`src/rtl/sim_result_monitor_pkg.sv`:
```
// Shared types and defaults for the simulation pass/fail/timeout monitor.
package sim_result_monitor_pkg;

    // Monitor FSM encoding.
    typedef enum logic [1:0] {
        SmRun   = 2'd0,
        SmCheck = 2'd1,
        SmDone  = 2'd2
    } sm_state_e;

    // SPM bus direction encoding.
    localparam logic SPM_WRITE = 1'b1;
    localparam logic SPM_READ  = 1'b0;

    // Default address map of the self-checking programs.
    localparam logic [31:0] DEF_HALT_BASE     = 32'd512;
    localparam logic [31:0] DEF_HALT_STRIDE   = 32'd256;
    localparam logic [31:0] DEF_RESULT_BASE   = 32'd2560;
    localparam logic [31:0] DEF_RESULT_STRIDE = 32'd3072;
    localparam logic [31:0] DEF_PASS_VALUE    = 32'd1;

    // Number of set bits in a flag vector (up to 32 harts).
    function automatic int unsigned popcount32(input logic [31:0] v);
        int unsigned n;
        n = 0;
        for (int i = 0; i < 32; i++) begin
            n += int'(v[i]);
        end
        return n;
    endfunction

endpackage

```
`src/rtl/sim_result_monitor_hart_status_slot.sv`:
```
// Per-hart halt/result status tracker with a freeze input.
module sim_result_monitor_hart_status_slot
    import sim_result_monitor_pkg::*;
#(
    parameter int unsigned HART_IDX      = 0,
    parameter int unsigned HART_ID_W     = 2,
    parameter logic [31:0] HALT_BASE     = DEF_HALT_BASE,
    parameter logic [31:0] HALT_STRIDE   = DEF_HALT_STRIDE,
    parameter logic [31:0] RESULT_BASE   = DEF_RESULT_BASE,
    parameter logic [31:0] RESULT_STRIDE = DEF_RESULT_STRIDE,
    parameter logic [31:0] PASS_VALUE    = DEF_PASS_VALUE
) (
    input  logic                 clk,
    input  logic                 reset,
    input  logic                 freeze,
    input  logic [31:0]          if_pc,
    input  logic [HART_ID_W-1:0] if_hart_id,
    input  logic                 if_valid,
    input  logic [31:0]          spm_addr,
    input  logic                 spm_rw,
    input  logic [31:0]          spm_wr_data,
    input  logic                 spm_valid,
    output logic                 halted,
    output logic                 result_ok,
    output logic                 result_bad,
    output logic                 halted_next,
    output logic                 result_ok_next,
    output logic                 result_bad_next
);

    // 32-bit wrap-around address arithmetic.
    localparam logic [31:0] HALT_ADDR   = HALT_BASE + HART_IDX * HALT_STRIDE;
    localparam logic [31:0] RESULT_ADDR = RESULT_BASE + HART_IDX * RESULT_STRIDE;

    logic halt_hit;
    logic wr_hit;

    // Decode this hart's halt fetch and result write; next flags include this cycle's events.
    always_comb begin
        halt_hit        = if_valid && (32'(if_hart_id) == HART_IDX) && (if_pc == HALT_ADDR);
        wr_hit          = spm_valid && (spm_rw == SPM_WRITE) && (spm_addr == RESULT_ADDR);
        halted_next     = halted | halt_hit;
        result_ok_next  = result_ok | (wr_hit && (spm_wr_data == PASS_VALUE));
        result_bad_next = result_bad | (wr_hit && (spm_wr_data != PASS_VALUE));
    end

    // Sticky flags; held once the verdict is out.
    always_ff @(posedge clk or posedge reset) begin
        if (reset) begin
            halted     <= 1'b0;
            result_ok  <= 1'b0;
            result_bad <= 1'b0;
        end else if (!freeze) begin
            halted     <= halted_next;
            result_ok  <= result_ok_next;
            result_bad <= result_bad_next;
        end
    end

endmodule

```
`src/rtl/sim_result_monitor.sv`:
```
// Multi-hart pass/fail/timeout monitor: per-hart status slots plus verdict FSM.
module sim_result_monitor
    import sim_result_monitor_pkg::*;
#(
    parameter int unsigned HART_NUM      = 4,
    parameter int unsigned HART_ID_W     = 2,
    parameter logic [31:0] HALT_BASE     = DEF_HALT_BASE,
    parameter logic [31:0] HALT_STRIDE   = DEF_HALT_STRIDE,
    parameter logic [31:0] RESULT_BASE   = DEF_RESULT_BASE,
    parameter logic [31:0] RESULT_STRIDE = DEF_RESULT_STRIDE,
    parameter logic [31:0] PASS_VALUE    = DEF_PASS_VALUE,
    parameter int unsigned HALT_QUORUM   = 1,
    parameter int unsigned TIMEOUT       = 4000,
    parameter int unsigned CNT_W         = 32
) (
    input  logic                 clk,
    input  logic                 reset,
    input  logic [31:0]          if_pc,
    input  logic [HART_ID_W-1:0] if_hart_id,
    input  logic                 if_valid,
    input  logic [31:0]          spm_addr,
    input  logic                 spm_rw,
    input  logic [31:0]          spm_wr_data,
    input  logic                 spm_valid,
    output logic [HART_NUM-1:0]  halted,
    output logic [HART_NUM-1:0]  result_ok,
    output logic [HART_NUM-1:0]  result_bad,
    output logic                 done,
    output logic                 pass,
    output logic                 timed_out,
    output logic [CNT_W-1:0]     cycle_cnt
);

    localparam logic [CNT_W-1:0] LAST_CNT = CNT_W'(TIMEOUT - 1);

    sm_state_e           state;
    logic                freeze;
    logic                quorum;
    logic                verdict;
    logic [HART_NUM-1:0] halted_next;
    logic [HART_NUM-1:0] result_ok_next;
    logic [HART_NUM-1:0] result_bad_next;

    assign freeze = (state == SmDone);

    for (genvar i = 0; i < HART_NUM; i++) begin : g_slot
        sim_result_monitor_hart_status_slot #(
            .HART_IDX      (i),
            .HART_ID_W     (HART_ID_W),
            .HALT_BASE     (HALT_BASE),
            .HALT_STRIDE   (HALT_STRIDE),
            .RESULT_BASE   (RESULT_BASE),
            .RESULT_STRIDE (RESULT_STRIDE),
            .PASS_VALUE    (PASS_VALUE)
        ) u_slot (
            .clk             (clk),
            .reset           (reset),
            .freeze          (freeze),
            .if_pc           (if_pc),
            .if_hart_id      (if_hart_id),
            .if_valid        (if_valid),
            .spm_addr        (spm_addr),
            .spm_rw          (spm_rw),
            .spm_wr_data     (spm_wr_data),
            .spm_valid       (spm_valid),
            .halted          (halted[i]),
            .result_ok       (result_ok[i]),
            .result_bad      (result_bad[i]),
            .halted_next     (halted_next[i]),
            .result_ok_next  (result_ok_next[i]),
            .result_bad_next (result_bad_next[i])
        );
    end

    // Quorum counts halts landing this cycle; verdict sees writes landing during CHECK.
    always_comb begin
        quorum  = popcount32(32'(halted_next)) >= HALT_QUORUM;
        verdict = (result_bad_next == '0) &&
                  ((result_ok_next & halted_next) == halted_next) &&
                  (halted_next != '0);
    end

    // Run/check/done sequencing with saturating cycle counter and registered verdict.
    always_ff @(posedge clk or posedge reset) begin
        if (reset) begin
            state     <= SmRun;
            cycle_cnt <= '0;
            done      <= 1'b0;
            pass      <= 1'b0;
            timed_out <= 1'b0;
        end else begin
            unique case (state)
                SmRun: begin
                    if (cycle_cnt != '1) begin
                        cycle_cnt <= cycle_cnt + CNT_W'(1);
                    end
                    // Quorum takes priority over an expiring budget.
                    if (quorum) begin
                        state <= SmCheck;
                    end else if (cycle_cnt == LAST_CNT) begin
                        state     <= SmDone;
                        done      <= 1'b1;
                        timed_out <= 1'b1;
                        pass      <= 1'b0;
                    end
                end
                SmCheck: begin
                    state <= SmDone;
                    done  <= 1'b1;
                    pass  <= verdict;
                end
                SmDone: begin
                    state <= SmDone;
                end
                default: begin
                    state <= SmDone;
                end
            endcase
        end
    end

endmodule

```
`config.mk`:
```
export PLATFORM = sky130hd
export DESIGN_NAME = sim_result_monitor
export DESIGN_NICKNAME = d
export VERILOG_FILES = /design/src/rtl/sim_result_monitor_pkg.sv /design/src/rtl/sim_result_monitor_hart_status_slot.sv /design/src/rtl/sim_result_monitor.sv
export SDC_FILE = /design/constraint.sdc
export NUM_CORES = 1
export LEC_CHECK = 0
export CAP_MARGIN = 20
export CORE_MARGIN = 2
export CORE_UTILIZATION = 30
export CTS_BUF_LIST = sky130_fd_sc_hd__clkbuf_2
export DETAILED_ROUTE_END_ITERATION = 10
export RECOVER_POWER = 25
export SYNTH_ARGS = -nofsm -noshare
export SYNTH_HDL_FRONTEND = slang
export SYNTH_SLANG_ARGS = --single-unit
```
`constraint.sdc`:
```
create_clock -name clk -period 4.2 [get_ports clk]
set_input_delay 0.84 -clock clk [delete_from_list [all_inputs] [get_ports clk]]
set_output_delay 0.84 -clock clk [all_outputs]
set_load 0.005 [all_outputs]
```
After elaboration in Yosys (flattened, before gate mapping) --
Index checks and enable logic that the tools add are counted.
Word-level totals: flip-flop bits (word level) 49, bits in latches 0, bits in writable memories 0, bits in read-only memories 0, bits of input ports 103, word-level logic and storage cells 97, memories kept 0
Cells by class: add/subtract/negate cells 4, $mul 0, div/mod/pow operators 0, order comparisons 1, equal/unequal tests 21, shifts and indexed selects 0, multiplexer cells 9, bitwise logic cells 14, reduce and logical (&&, ||, !) cells 31
Operators with widths (number):
- equality test 32 x 10 -> 1 bit, second input constant | 2
- equality test 32 x 11 -> 1 bit, second input constant | 2
- equality test 32 x 12 -> 1 bit, second input constant | 2
- equality test 32 x 14 -> 1 bit, second input constant | 2
- adder 32 x 1 -> 32 bit, second input constant | 1
- equality test 32 x 1 -> 1 bit, second input constant | 1
- equality test 32 x 13 -> 1 bit, second input constant | 1
- != test 32 x 1 -> 1 bit, second input constant | 1
- != test 32 bit, second input constant | 1
- logical AND 1 bit | 23
- bitwise OR 1 bit | 12
- equality test 2 bit, second input constant | 3
- two-way mux 2 bit | 3
- AND reduction 3 bit | 2
- adder 3 x 1 -> 4 bit | 1
- AND 4 bit | 1
- equality test 2 x 1 -> 1 bit, second input constant | 2
- equality test 4 bit | 1
- >= comparator 4 x 1 -> 1 bit, second input constant | 1
- zero test 2 bit | 2
- zero test 4 bit | 1
- two-way mux 1 bit | 4
- != test 2 bit, second input constant | 2
- case mux 1 bit (2 select lines) | 2
- 7 further kinds | 7

Logic depth before layout (Yosys ltp) --
depth in word-level cells 10, depth in mapped cells 13, depth with buffers taken out 13

Modules after synthesis --
From an unflattened synthesis, not the netlist that was laid out.
Second synthesis, totals: cells, all modules 390, area total of the unflattened synthesis 3558.4 µm²
By module, submodules not included:
- sim_result_monitor | times used 1, cells each 194, area an instance 1995.7 µm²
- sim_result_monitor_hart_status_slot at g_slot[1].u_slot | times used 1, cells each 49, area an instance 395.4 µm²
- sim_result_monitor_hart_status_slot at g_slot[3].u_slot | times used 1, cells each 49, area an instance 392.9 µm²
- sim_result_monitor_hart_status_slot at g_slot[2].u_slot | times used 1, cells each 49, area an instance 391.6 µm²
- sim_result_monitor_hart_status_slot at g_slot[0].u_slot | times used 1, cells each 49, area an instance 382.9 µm²

Worst setup path after synthesis --
OpenSTA, ideal clock, no wires.
kind in2reg, start point input if_pc[27], end point register pass, library setup time 0.104 ns, arrival time 3.750 ns, required time 4.096 ns, slack 0.347 ns, cell stages on the path 13, buffers on the path 0, cell sequence nor4_2 -> nand4_2 -> o41ai_1 -> fa_1 -> ha_1 -> inv_1 -> ha_1 -> or3b_2 -> nand4_1 -> nor3_1 -> nor2_1 -> o21ai_0 -> o41ai_2
Between the ends: word-level cells in the longest chain between the ends 9
RTL lines:
- start, declared | RTL line sim_result_monitor.sv:18 | input logic [31:0] if_pc,
- equality test 32 x 10 -> 1 bit * | RTL line sim_result_monitor_hart_status_slot.sv:40 | halt_hit = if_valid && (32'(if_hart_id) == HART_IDX) && (if_pc == HALT_ADDR);
- logical AND 1 bit * | RTL line sim_result_monitor_hart_status_slot.sv:40
- bitwise OR 1 bit * | RTL line sim_result_monitor_hart_status_slot.sv:42 | halted_next = halted | halt_hit;
- via g_slot[0].u_slot.halted_next | RTL line sim_result_monitor_hart_status_slot.sv:26 | output logic halted_next,
- adder 1 x 1 -> 2 bit | RTL line sim_result_monitor_pkg.sv:27 | n += int'(v[i]);
- adder 2 x 1 -> 3 bit | RTL line sim_result_monitor_pkg.sv:27
- adder 3 x 1 -> 4 bit | RTL line sim_result_monitor_pkg.sv:27
- >= comparator 4 x 1 -> 1 bit | RTL line sim_result_monitor.sv:77 | quorum = popcount32(32'(halted_next)) >= HALT_QUORUM;
- != test 2 bit (no line)
- AND reduction 3 bit (no line)
- end signal, assigned | RTL line sim_result_monitor.sv:110 | pass <= verdict;
- end, declared | RTL line sim_result_monitor.sv:29 | output logic pass,
Mark *: on every way through the listed nets, which the timed path passes. The rest lies on a longest branch. A chain may end at the register's enable or synchronous reset.

Final worst setup path --
start point input if_pc[27], end point register pass
RTL lines (RTL line):
- equality test 32 x 11 -> 1 bit * | sim_result_monitor_hart_status_slot.sv:40
- logical AND 1 bit * | sim_result_monitor_hart_status_slot.sv:40
- bitwise OR 1 bit * | sim_result_monitor_hart_status_slot.sv:42
- via g_slot[3].u_slot.halted_next | sim_result_monitor_hart_status_slot.sv:26
- parallel branches: the longest is 5 deep, another holds adder 3 x 1 -> 4 bit
Mark *: on every way through the listed nets, which the timed path passes.

==> impl_metrics.toml <==
[finish]
fin_area_sq_mm = 0.00462
layout-drive-gt1-share_pct = 8.99
antenna_cells = 0
area_delta_synth_final_pct = 55.3
fin_nets = 553
final_cells = 578

[drt]
ant_nets = 0
vias = 2806
routed_via_density = 4.85
wl_mm = 8.71
wl_per_cell_um = 15.1
drt_iter0_drc = 111
drc_errors = 0
dr.pass1.iters = 4

[logic_synthesis]
synth_edf_count = 0
synth.avg_cell_area_sq_um = 10.1
synth-main-ff-cell = "dfrtp_1"
ys_seq_area_share_pct = 41.2
synth_seq_cells = 49
synthArstFlopShare_pct = 100
synth.distinct_cells = 56
yosys.area.top_type_share_pct = 41.2
syn-cell-area_sq_mm = 0.00298
ys_warn_count = 0
yosysTopAreaCell = "dfrtp_1"
synthTopCellsByArea = "dfrtp_1 41%, xnor2_1 4.7%, xor2_1 4.7%"
synthesis.instances = 296
synth_nets = 405

[placement]
placedCellCount = 569
dpl_cell_area_sq_mm = 0.00458
portBuffers = 149
gp_congestion = 0.804
hpwl_mm = 6.95
place_ws_ns = -0.138

[sta]
setup_ws_ns = 0.284
layout_min_cycle_time_ns = 3.92
clock_skew_ns = 0.0157
max-slew-margin-rel_pct = -52.7
max_freq_mhz = 255
rsz0062_at_grt = "no"
slew_violations = 44
worst_pin_slew_ns = 2.29
setup_viol_count_final = 0
setup_tns_ns = 0
hold-worst-slack_ns = 0.503
period_share_pct = 93.2
hold_viol = 0

[power_and_ir_drop]
leakage_uw = 0.00198
pwr_density_cell_mw_per_mm2 = 172
ir_drop_mv = 0.111

[global_routing]
grt_pass1_vias = 2913
grt.total_usage_pct = 16.6
grt_pass1_wl_mm = 14.7
grt_max_degree = 50
antenna_found_initial = 0
grt_overflow = 0

[worst_setup_path]
crit_fanout = 4
max_stage_delay_ns = 0.50
startpoint_type = "input pin"
path_cells = "clkdlybuf4s50_1, nor4_2, nand4_2, o41ai_2, fa_1, ha_1, inv_1, ha_1, or3b_2, nand4_1, nor3_1, nor2_1, o21ai_0, o41ai_2"
crit_arrival_ns = 4.26
cp-end-kind = "flop"
crit_path_top_delay_cell = "o41ai_2"
r2r-start = "g_slot[0].u_slot.halted$_DFFE_PP0P_"
worstSetupStartpoint = "if_pc[27]"
crit_type = "in2reg"
crit_required_ns = 4.54

[floorplanning]
fp-row-count = 36
start_util_pct = 30.7
die_area_sq_mm = 0.0107
die_w_um = 104
io_pins = 150
design.core.area_sq_mm = 0.00968
chipHeight_um = 104

[cts]
htreeDepth = 2
cts_sinks = 49
clockRootBuffer = "clkbuf_2"
cts_hold_buf = 0
clk_pin_slew_ns = 0.22
cts_max_path_buffers = 2
worstSkewPairLatency_ns = 0.43
cts_setup_buffers = 0
cts-resized-gates = 0
tritoncts = "built"
cts_made_buffers = 5

[status]
violations = "capacitance limit, slew limit"
status = "finished with violations"

[worst_hold_path]
worstHoldPathType = "reg2reg"
min_from = "timed_out$_DFFE_PP0P_"

[job]
cap_violations = 1
[cells by family (layout without fill, tap and decap cells)]
family / Yosys count / after routing / synth area share [%]
and+or+nand+nor: 141 / 141 / 30.2
DFF: 49 / 49 / 41.2
buffers and inverters: 34 / 183 / 5.85
AOI/OAI and AO/OA: 33 / 33 / 10.1
xor gates and xnor gates: 32 / 32 / 9.42
adders and majority gates: 6 / 6 / 2.78
muxes: 1 / 1 / 0.378
[registers in the layout (all words and copies together), names as in the netlist]
register and cells:
g_slot.u_slot.result_bad 4, cycle_cnt 32, pass 1, state 2, g_slot.u_slot.halted 4, timed_out 1, done 1, g_slot.u_slot.result_ok 4
[cell usage in the layout (no fill, tap or decap), drive strengths merged, types with 2 or more instances in the layout]
master           n
clkdlybuf4s50  148
dfrtp           49
nor4            30
nor2            21
inv             19
nand2           16
xnor2           16
xor2            16
nand4           15
nand3           14
nor3            10
clkbuf           9
and3             8
buf              6
nor4b            6
a21o             6
ha               5
o21ai            5
o41ai            5
nand2b           4
and4             4
a31o             3
o21bai           3
nor3b            2
nor2b            2
and2             2
o21a             2
[area by class of cell]
cell class,count,area [sq um]
Inverter,19,71.3
Fill cell,926,5060
Clock buffer,8,40.0
Multi-Input combinational cell,213,1580
Timing Repair Buffer,156,1540
Sequential cell,49,1230
Tap cell,133,166
[synth_stat cells (3+ instances only)]
cell       n
dfrtp_1   49
nor4_1    22
nor2_1    21
inv_1     18
nand2_1   16
xnor2_1   16
xor2_1    16
nand3_1   14
nand4_1   13
buf_4     12
and3_1     8
nor3_1     7
nor4_2     7
a21o_1     5
ha_1       5
nor4b_1    5
and4_1     4
nand2b_1   4
a31o_2     3
nor3_2     3
o21ai_0    3
o21bai_1   3
[layer usage]
metal	track usage (%)	wire, um	vias up
met5	0	0	-
met4	3.76	91	0
met3	4.53	593	9
met2	28.1	4050	113
met1	21.3	3980	1307
li1	-	-	1377
[report_power, final]
| group | total, uW | internal [uW] | switching (uW) | leakage, uW |
|---|---|---|---|---|
| sequential | 473 | 473 | 0 | 0.000669 |
| clock | 198 | 48.9 | 149 | 0.0000332 |
| combinational | 123 | 89.8 | 33.1 | 0.00127 |
[worst max-delay path: cells and delay by family]
kind                       cells  cell delay, ns
AOI/OAI and AO/OA              3            0.67
buffers and inverters          2            0.47
and+or+nand+nor                6            1.35
adders and majority gates      3            0.93
[per-stage QoR]
stage / power, uW / utilization (%)
6_report: 794 / 47.7
5_1_grt: 833 / 47.7
4_1_cts: 805 / 47.7
3_5_place_dp: 605 / 47.2
3_3_place_gp: 603 / 47.2
2_1_floorplan: 499 / -
[path summary, 6_finish.rpt]
kind | to | slack [ns] | cells past startpoint
max in group asynchronous | cycle_cnt[7]$_DFFE_PP0P_ | 1.06 | 3
min | timed_out$_DFFE_PP0P_ | 0.50 | 1
min in group asynchronous | g_slot[2].u_slot.result_bad$_DFFE_PP0P_ | 0.74 | 2
max | pass$_DFFE_PP0P_ | 0.28 | 14
min reg2reg | timed_out$_DFFE_PP0P_ | 0.50 | 1
max reg2reg | pass$_DFFE_PP0P_ | 1.43 | 13
No activity file was read; power rests on OpenSTA's default activity.
